===== src/rtl/sum_server.sv =====
// Registered two-channel sum responder. A round-robin arbiter feeds a one-stage
// adder, and results leave through a source-tagged response FIFO.
module sum_server #(
  parameter int WIDTH = 8,
  parameter int DEPTH = 2
) (
  input  logic             clock,
  input  logic             rst_n,
  input  logic             a_valid,
  output logic             a_ready,
  input  logic [WIDTH-1:0] a_op1,
  input  logic [WIDTH-1:0] a_op2,
  input  logic             b_valid,
  output logic             b_ready,
  input  logic [WIDTH-1:0] b_op1,
  input  logic [WIDTH-1:0] b_op2,
  output logic             rsp_valid,
  input  logic             rsp_ready,
  output logic [WIDTH-1:0] rsp_sum,
  output logic             rsp_carry,
  output logic             rsp_src,
  output logic             busy
);

  localparam int PTR_W = (DEPTH > 1) ? $clog2(DEPTH) : 1;
  localparam int CNT_W = $clog2(DEPTH + 1);
  localparam int ENT_W = WIDTH + 2;

  typedef enum logic {
    SRC_A = 1'b0,
    SRC_B = 1'b1
  } src_e;

  src_e             last_grant;
  logic             stage_valid;
  logic [WIDTH-1:0] stage_op1;
  logic [WIDTH-1:0] stage_op2;
  src_e             stage_src;
  logic [WIDTH:0]   stage_sum;

  logic [ENT_W-1:0] fifo_mem [DEPTH];
  logic [PTR_W-1:0] wr_ptr;
  logic [PTR_W-1:0] rd_ptr;
  logic [CNT_W-1:0] fifo_count;
  logic [ENT_W-1:0] head;

  logic [CNT_W:0]   occupancy;
  logic             space;
  logic             push;
  logic             pop;
  logic             grant_a;
  logic             grant_b;
  logic             accept_a;
  logic             accept_b;
  logic             accept;

  // Space admits a new request when the pipeline plus FIFO can still absorb
  // it, counting a same-cycle pop as a freed slot (rsp_ready -> *_ready path).
  always_comb begin
    occupancy = {1'b0, fifo_count} + {{CNT_W{1'b0}}, stage_valid};
    pop       = rsp_valid && rsp_ready;
    push      = stage_valid;
    space     = (occupancy < (CNT_W+1)'(DEPTH)) ||
                ((occupancy == (CNT_W+1)'(DEPTH)) && pop);
  end

  always_comb begin
    grant_a  = a_valid && (!b_valid || (last_grant == SRC_B));
    grant_b  = b_valid && !grant_a;
    a_ready  = rst_n && space && grant_a;
    b_ready  = rst_n && space && grant_b;
    accept_a = a_valid && a_ready;
    accept_b = b_valid && b_ready;
    accept   = accept_a || accept_b;
  end

  always_ff @(posedge clock or negedge rst_n) begin
    if (!rst_n) begin
      last_grant  <= SRC_B;
      stage_valid <= 1'b0;
      stage_op1   <= '0;
      stage_op2   <= '0;
      stage_src   <= SRC_A;
    end else begin
      stage_valid <= accept;
      if (accept) begin
        last_grant <= accept_a ? SRC_A : SRC_B;
        stage_src  <= accept_a ? SRC_A : SRC_B;
        stage_op1  <= accept_a ? a_op1 : b_op1;
        stage_op2  <= accept_a ? a_op2 : b_op2;
      end
    end
  end

  always_comb begin
    stage_sum = {1'b0, stage_op1} + {1'b0, stage_op2};
  end

  // FIFO storage is cleared on reset so the head reads zero while rst_n is low.
  always_ff @(posedge clock or negedge rst_n) begin
    if (!rst_n) begin
      for (int unsigned i = 0; i < DEPTH; i++) begin
        fifo_mem[i] <= '0;
      end
    end else if (push) begin
      fifo_mem[wr_ptr] <= {stage_sum, stage_src};
    end
  end

  always_ff @(posedge clock or negedge rst_n) begin
    if (!rst_n) begin
      wr_ptr     <= '0;
      rd_ptr     <= '0;
      fifo_count <= '0;
    end else begin
      if (push) begin
        wr_ptr <= (wr_ptr == PTR_W'(DEPTH - 1)) ? '0 : wr_ptr + 1'b1;
      end
      if (pop) begin
        rd_ptr <= (rd_ptr == PTR_W'(DEPTH - 1)) ? '0 : rd_ptr + 1'b1;
      end
      case ({push, pop})
        2'b10:   fifo_count <= fifo_count + 1'b1;
        2'b01:   fifo_count <= fifo_count - 1'b1;
        default: fifo_count <= fifo_count;
      endcase
    end
  end

  always_comb begin
    head      = fifo_mem[rd_ptr];
    rsp_valid = (fifo_count != '0);
    rsp_carry = head[WIDTH+1];
    rsp_sum   = head[WIDTH:1];
    rsp_src   = head[0];
    busy      = stage_valid || (fifo_count != '0);
  end

endmodule


===== config.mk =====
export PLATFORM = sky130hd
export DESIGN_NAME = sum_server
export DESIGN_NICKNAME = d
export VERILOG_FILES = /design/src/rtl/sum_server.sv
export SDC_FILE = /design/constraint.sdc
export NUM_CORES = 1
export LEC_CHECK = 0
export BUFFER_PORTS_ARGS = -buffer_cell sky130_fd_sc_hd__buf_2
export CORE_AREA = 5 5 74 76
export CTS_CLUSTER_DIAMETER = 30
export DETAILED_ROUTE_END_ITERATION = 8
export DIE_AREA = 0 0 79 81
export HOLD_SLACK_MARGIN = 0.08
export PLACE_DENSITY = 0.79
export SYNTH_ARGS = -nofsm -noshare
export SYNTH_HDL_FRONTEND = slang
export SYNTH_SLANG_ARGS = --single-unit

===== constraint.sdc =====
create_clock -name clock -period 2.6 [get_ports clock]
set_clock_uncertainty 0.2 [all_clocks]
set_input_delay 0.13 -clock clock [delete_from_list [all_inputs] [get_ports clock]]
set_output_delay 0.13 -clock clock [all_outputs]
set_load 0.01 [all_outputs]

# Word-level counts from Yosys, hierarchy flattened
# Index checks and enable logic that the tools add are counted.
classes:
  n_addsub: 6
  order_cmp: 4
  eq_ne: 3
  muxes: 12
  bitwise: 2
  reduce_logical: 18
op_table:
  columns: ["operator", "n"]
  rows:
  - ["$mux 10", 4]
  - ["$bwmux 20", 1]
  - ["$mux 8", 2]
  - ["$demux 10 s1", 1]
  - ["$logic_and 1x1->1", 10]
  - ["$add 8x8->9", 1]
  - ["$ge 2x2->1 const B", 2]
  - ["$logic_or 1x1->1", 4]
  - ["$not 1->2", 2]
  - ["$pmux 2 s2", 1]
  - ["$reduce_bool 2->1", 2]
  - ["$add 2x1->3", 1]
  - ["$eq 3x2->1 const B", 1]
  - ["$lt 3x2->1 const B", 1]
  - ["$mux 1", 3]
  - ["$add 1x1->1 const B", 2]
  - ["$add 2x1->2 const B", 1]
  - ["$eq 2x1->1 const B", 1]
  - ["$eq 2x2->1 const B", 1]
  - ["$logic_not 1->1", 2]
  - ["$lt 2x1->1 const B", 1]
  - ["$sub 2x1->2 const B", 1]
word_totals:
  ff_bits: 43
  input_bits: 37

# Longest topological paths before layout
# Gate-level depths: netlist of run 1.
depth:
  word_depth: 8
  ltp_mapped: 7
  depth_no_buf: 6

# Least setup slack after synthesis of run 1
# No wires, ideal clock.
synth_path:
  path_type: "flip-flop to flip-flop"
  start: "reg stage_op1[0]"
  end: "reg fifo_mem[19] (netlist name)"
  setup_time_ns: 0.133
  arrival_ns: 1.783
  slack_ns: 0.485
  stages_incl_launch_ff: 7
  n_path_buf: 0
  path_cell_list: "dfrtp_1 -> ha_1 -> fa_1 -> a211oi_1 -> o21bai_1 -> a211oi_1 -> o31ai_1"
synth_via:
  elab_chain_len: 2
synth_lines:
  columns: ["element", "line_no", "rtl"]
  rows:
  - ["start: declaration", "36", "logic [WIDTH-1:0] stage_op1;"]
  - ["start signal: assignment", "89", "stage_op1 <= accept_a ? a_op1 : b_op1;"]
  - ["$add 8x8->9", "96", "stage_sum = {1'b0, stage_op1} + {1'b0, stage_op2};"]
  - ["$bwmux 20", "106", "fifo_mem[wr_ptr] <= {stage_sum, stage_src};"]
  - ["end signal: indexed assignment", "106", null]
  - ["end: declaration", "41", "logic [ENT_W-1:0] fifo_mem [DEPTH];"]
# No other way between the ends.
# A chain may end at the register's enable or synchronous reset.

# Worst setup path in the final report of run 1
layout_path:
  start: "in b_valid"
  end: "reg stage_op1[0]"
layout_via:
  elab_chain_len: 8
layout_lines:
  columns: ["element", "line_no", "rtl"]
  rows:
  - ["start: declaration", "13", "input logic b_valid,"]
  - ["$logic_not 1->1", "68", "grant_a = a_valid && (!b_valid || (last_grant == SRC_B));"]
  - ["$logic_or 1x1->1", "68", null]
  - ["$logic_and 1x1->1", "68", null]
  - ["$logic_not 1->1", "69", "grant_b = b_valid && !grant_a;"]
  - ["$logic_and 1x1->1", "69", null]
  - ["$logic_and 1x1->1", "71", "b_ready = rst_n && space && grant_b;"]
  - ["$logic_and 1x1->1", "73", "accept_b = b_valid && b_ready;"]
  - ["$logic_or 1x1->1", "74", "accept = accept_a || accept_b;"]
# Several ways; a longest one is shown, not always the timed one.

==> impl_metrics.py, run 1 <==
metrics = {
    "timing": {
        "worst_slew_pin_slew_ns": 0.612,
        "setup_viol": 0,
        "relSlewSlack_pct": 59.2,
        "maxSlewViolCount": 0,
        "period_needed_ns": 2.38,
        "hold_viol": 0,
        "layout_setup_ws_ns": 0.225,
        "fin_setup_tns_ns": 0,
        "rsz0062_at_grt": "false",
        "fin_crit_sh_pct": 91.4,
        "max_freq_ghz": 0.421,
    },
    "global_route": {
        "overflow": 0,
        "grt_max_degree": 32,
        "grt_pass1_vias": 2119,
        "grt_usage_pct": 20.2,
        "antenna_found_initial": 0,
        "grt_pass1_wl_um": 10100,
    },
    "critical_path": {
        "crit_chain": "dlygate4sd3_1 -> buf_2 -> inv_1 -> o21ai_2 -> buf_4 -> mux2_2 -> dlygate4sd3_1 -> mux2_2",
        "crit_type": "in2reg",
        "cp_slowest_cell": "dlygate4sd3_1",
        "critPathLaunchType": "primary input",
        "slowest_delay_ns": 0.56,
        "cp.buffers_inverters": 5,
        "cp.required_ns": 2.57,
        "path_max_fanout": 18,
        "arrival_ns": 2.35,
        "end_kind": "register",
        "path_delay_family": "buffers and inverters",
    },
    "synthesis": {
        "syn-cell-area_um2": 2520,
        "syn_avg_cell_area_um2": 11.2,
        "synth_ff_type": "dfrtp_1",
        "netlist_top_cells_area": "dfrtp_1 42%, mux2_2 15%, ha_1 6.0%, mux2_4 5.4%, nand2_1 4.9%",
        "async_flop_share_pct": 100,
        "syn_inst": 225,
        "synth_cell_types": 42,
        "yosysTopAreaCellShare_pct": 41.7,
        "postSynthRegisterBits": 43,
        "synth.most_common_cell": "dfrtp_1",
        "yosysSeqAreaShare_pct": 42.7,
        "ys_warn_count": 0,
        "synth_commonest_cells": "42 x dfrtp_1, 33 x mux2_2, 33 x nand2_1",
        "syn_nets": 275,
        "synth_area_leader_cell": "dfrtp_1",
        "synth_edf_count": 0,
    },
    "route": {
        "wl_per_cell_um": 15.6,
        "vias": 1940,
        "ant_nets": 0,
        "drt_iter0_drc": 143,
        "drc": 0,
        "drt-met1-wl_um": 2490,
        "top_layer_used": "met4",
        "met2WireLength_um": 2900,
        "wl_met3_um": 230,
        "drt_first_pass_iters": 4,
        "routed_via_density": 5.29,
        "wl_um": 5730,
    },
    "placement": {
        "gp_congestion": 0.793,
        "dp.cells": 323,
        "place_worst_setup_slack_ns": 0.275,
        "placed_area_um2": 2810,
        "io_buffers": 50,
        "post-dp-hpwl_um": 3800,
    },
    "floorplanning": {
        "initial_core_util_pct": 54.1,
        "rows": 25,
        "dieArea_um2": 6400,
        "core_um2": 4660,
        "die_w_um": 79,
        "ioPinCount": 51,
        "die_height_um": 81,
    },
    "clock_network": {
        "cts-root-buf": "clkbuf_8",
        "cts_resized": 0,
        "htree_levels": 2,
        "tritoncts": "done",
        "clkLatencyLatePin_ns": 0.28,
        "cts.sinks": 43,
        "clk_pin_slew_ns": 0.08,
        "cts_buffers": 5,
        "clock_path_buffers": 2,
    },
    "power": {
        "power_density_nw_per_um2": 1190,
        "p_leak_nw": 1.52,
        "finalPower_mw": 3.87,
        "ir_worst_vdd_v": 0.000588,
    },
    "layout": {
        "fin_nets": 364,
        "drive_gt1_share_pct": 34.5,
        "nFillCells": 319,
        "final_area_um2": 3260,
        "layout.cells.non_filler": 367,
        "antenna_cells": 0,
        "syn_to_final_growth_pct": 29.3,
    },
    "flow_run": {
        "maxCapViolations": 0,
    },
    "worst_hold_path": {
        "min_path_type": "in2async",
    },
    "outcome": {
        "outcome": "completed",
    },
}
==> state kept, by name, indices dropped and copies added (netlist names) <==
register / flops
fifo_count: 2
fifo_mem: 20
last_grant: 1
push: 1
rd_ptr: 1
stage_op1: 8
stage_op2: 8
stage_src: 1
wr_ptr: 1
==> tightest hold or removal path, cell delays in order <==
cell           delay, ns
dlygate4sd3_1       0.51
buf_2               0.14
buf_4               0.37
==> repair_timing <==
action,in CTS,in global routing
hold endpoints to repair,61,0
buffers inserted,0,0
hold buffers,38,0
==> power by group <==
part           switching [mW]  total [mW]  internal [mW]
Clock                   0.209       0.388          0.179
Combinational            1.09        2.20           1.11
Sequential              0.269        1.28           1.01
==> routing by layer <==
metal,vias up,global-route usage (%)
met5,-,0
met4,0,6.36
met3,9,4.88
met2,45,35.3
met1,911,24.6
li1,975,-
==> per-stage QoR <==
step	utilization (%)	hold slack [ns]
2_1_floorplan	-	-0.366
3_3_place_gp	60.2	-0.162
3_5_place_dp	60.2	-0.153
4_1_cts	70.0	0.270
5_1_grt	70.0	0.296
6_report	70.0	0.253
==> layout by cell type (no fill, tap or decap), types with 3 or more instances in the layout <==
cell type	Yosys	routed
nor2_1	10	10
dfrtp_1	42	42
o21ai_0	10	10
nand3_1	3	3
dlygate4sd3_1	0	38
clkbuf_8	0	5
mux2i_1	4	4
nand2b_1	6	6
buf_4	1	3
inv_1	4	4
ha_1	12	12
xor2_1	4	4
mux2_4	9	9
o31ai_1	4	4
xnor2_1	4	4
buf_2	0	50
mux2_2	33	33
nand2_1	33	33
a21o_1	3	3
a211oi_1	4	4
==> path summary, 6_finish.rpt <==
check	startpoint	end	slack [ns]	cells past startpoint
setup / recovery	b_valid	stage_op1[0]$_DFFE_PN0P_	0.22	8
hold / removal	rst_n	stage_op1[3]$_DFFE_PN0P_	0.25	3
setup reg to reg	fifo_count[0]$_DFFE_PN0P_	last_grant$_DFFE_PN1P_	0.24	7
hold reg to reg	fifo_mem[0]$_DFFE_PN0P_	fifo_mem[0]$_DFFE_PN0P_	0.27	2
max in group asynchronous	rst_n	wr_ptr$_DFFE_PN0P_	1.08	3
min in group clock	fifo_mem[0]$_DFFE_PN0P_	fifo_mem[0]$_DFFE_PN0P_	0.27	2
==> cells by family (layout without fill, tap and decap cells) <==
| family | Yosys count | count (layout) | synth area share, % |
|---|---|---|---|
| adders and majority gates | 13 | 13 | 6.75 |
| DFF | 43 | 43 | 42.7 |
| muxes | 46 | 46 | 21.7 |
| xor gates and xnor gates | 8 | 8 | 2.78 |
| buffers and inverters | 13 | 101 | 2.78 |
| and+or+nand+nor | 64 | 64 | 11.8 |
| AOI/OAI and AO/OA | 38 | 38 | 11.6 |
==> final cells by class <==
type                    instances  area [µm²]  share of cell area [%]
multi-input cells             169        1380                    42.2
repair buffers                 91         653                    20.0
clock buffers                   6        72.6                    2.23
flip-flops and latches         43        1080                    33.0
well taps                      54        67.6                    2.07
inverters                       4        15.0                   0.460
No activity file was read; power rests on OpenSTA's default activity.
==> run 2, diff against run 1 <==
clock period = 2.3 ns   (was 2.6 ns; I/O delays follow)
==> impl_metrics.py, run 2 (synthesis results as in run 1) <==
metrics = {
    "power": {
        "combPwrFrac_pct": 56.4,
        "p_int_mw": 2.81,
        "power_density_nw_per_um2": 1390,
        "p_leak_nw": 1.57,
        "p_sw_mw": 1.87,
        "p_seq_share_pct": 30.5,
        "clkPwrFrac_pct": 13.1,
        "finalPower_mw": 4.68,
        "swShare_pct": 39.9,
        "ir_worst_vdd_v": 0.000685,
    },
    "layout": {
        "regArea_um2": 1080,
        "final_cell_mix": "50 x buf_2, 42 x dfrtp_1, 36 x dlygate4sd3_1",
        "drive_gt1_share_pct": 38.4,
        "nFillCells": 307,
        "final_common_cell": "buf_2",
        "syn_to_final_growth_pct": 33.4,
        "antenna_cells": 0,
        "fin_nets": 367,
        "largest_register_ff_count": 20,
        "reg_top3": "fifo_mem: 20 flops, stage_op1: 8 flops, stage_op2: 8 flops",
        "utilization_pct": 72.2,
        "regMostFlops": "fifo_mem",
        "multi_input_area_um2": 1400,
        "final_area_um2": 3360,
    },
    "timing": {
        "setup_viol": 0,
        "rsz0062_at_grt": "false",
        "fin_setup_tns_ns": 0,
        "hold_viol": 0,
        "fin_crit_sh_pct": 95.8,
        "max_freq_ghz": 0.454,
        "hold_ws_ns": 0.230,
        "worst_slew_pin_slew_ns": 0.639,
        "maxSlewViolCount": 0,
        "relSlewSlack_pct": 57.4,
        "period_needed_ns": 2.20,
    },
    "global_route": {
        "grt_max_degree": 46,
        "grt_pass1_vias": 2114,
        "antenna_found_initial": 0,
        "grt_pass1_wl_um": 10100,
        "grt_usage_pct": 20.3,
        "overflow": 0,
    },
    "critical_path": {
        "cp.required_ns": 2.28,
        "worstReg2RegEnd": "fifo_mem[9]$_DFFE_PN0P_",
        "r2r.worst_path.cells": 6,
        "arrival_ns": 2.19,
        "reg2reg_slack_ns": 0.12,
        "slowest_delay_ns": 0.55,
        "crit_path_frequent_cell": "dlygate4sd3_1",
        "critical_path.endpoint": "stage_op2[0]$_DFFE_PN0P_",
        "critPathLaunchType": "primary input",
        "crit_start": "b_valid",
        "rr_startpoint": "stage_op1[0]$_DFFE_PN0P_",
        "end_kind": "register",
        "crit_chain": "dlygate4sd3_1 -> buf_2 -> inv_1 -> o21ai_4 -> mux2_2 -> dlygate4sd3_1 -> mux2_4",
        "path_max_fanout": 3,
        "crit_type": "in2reg",
        "cp_slowest_cell": "dlygate4sd3_1",
    },
    "floorplanning": {
        "die_w_um": 79,
        "dieArea_um2": 6400,
        "ioPinCount": 51,
        "core_um2": 4660,
        "initial_core_util_pct": 54.1,
        "die_height_um": 81,
        "rows": 25,
    },
    "route": {
        "drt_iter0_drc": 108,
        "routed_via_density": 5.45,
        "wl_um": 6030,
        "drc": 0,
        "drt_first_pass_iters": 4,
        "vias": 2026,
        "wl_per_cell_um": 16.2,
        "ant_nets": 0,
    },
    "flow_run": {
        "maxCapViolations": 0,
    },
    "clock_network": {
        "clock_path_buffers": 2,
        "clk_pin_slew_ns": 0.09,
        "cts.sinks": 43,
        "cts-root-buf": "clkbuf_8",
        "clkLatencyLatePin_ns": 0.30,
        "tritoncts": "done",
        "htree_levels": 2,
        "cts_buffers": 5,
    },
    "worst_hold_path": {
        "min_path_type": "in2async",
    },
    "placement": {
        "io_buffers": 50,
        "placed_area_um2": 2850,
        "gp_congestion": 0.732,
        "post-dp-hpwl_um": 3850,
    },
    "outcome": {
        "outcome": "completed",
    },
}
run 2: changes by cell type in the layout (fill, tap and decap cells not counted), sizes merged:
cell         change
buf              +5
bufinv           +1
clkinv           +1
dlygate4sd3      -2
run 2: layout make-up:
cell class / count / area share (%)
Multi-Input combinational cell: 169 / 41.7
Sequential cell: 43 / 32.0
Timing Repair Buffer: 94 / 20.3
Clock buffer: 6 / 2.45
Tap cell: 54 / 2.01
Clock inverter: 2 / 1.04
Inverter: 4 / 0.446
run 2: how the worst min path moves through the flow:
stage,to,depth (start not counted),slack (ns)
after global placement,push$_DFF_PN0_,2,0.03
after detailed placement,fifo_count[0]$_DFFE_PN0P_,2,0.04
after floorplan,fifo_count[0]$_DFFE_PN0P_,0,-0.38
after global routing,stage_op2[2]$_DFFE_PN0P_,3,0.27
final,stage_op2[2]$_DFFE_PN0P_,3,0.23
after CTS,fifo_count[1]$_DFFE_PN0P_,3,0.26
run 2: routing by layer:
metal | wire (µm) | share of wire (%) | vias to the layer above | GRT usage (%)
met5 | 0 | 0 | - | 0
met4 | 129 | 2.1 | 0 | 7.39
met3 | 356 | 5.9 | 12 | 4.88
met2 | 2960 | 49 | 66 | 35.0
met1 | 2580 | 43 | 965 | 24.8
li1 | - | - | 983 | -
run 2: stage by stage:
stage               setup WS (ns)  std cells
floorplan                   0.185        225
global placement           0.0953        327
detailed placement         0.0636        327
CTS                        0.0404        371
global route             0.000973        372
finish                     0.0962        372
run 2: what timing repair did:
item | CTS | global route
endpoints found under the setup margin | 1 | 6
hold buffers | 36 | 0
gates resized for setup | 1 | 6
hold endpoints to repair | 63 | 0
setup buffers | 0 | 1
pin swaps | 0 | 1
run 2: worst max-delay path: cells and delay by family:
kind                   cells  cell delay [ns]
AO/OA/AOI/OAI              1             0.16
multiplexers               2             0.61
buffers and inverters      4             1.29
run 2: power groups by stage:
stage	Combinational (mW)	Sequential [mW]	Clock, mW
finish	2.64	1.43	0.614
global placement	2.40	1.41	0
CTS	2.56	1.42	0.619
detailed placement	2.46	1.43	0
global route	2.92	1.49	0.654
floorplan	1.91	1.33	0
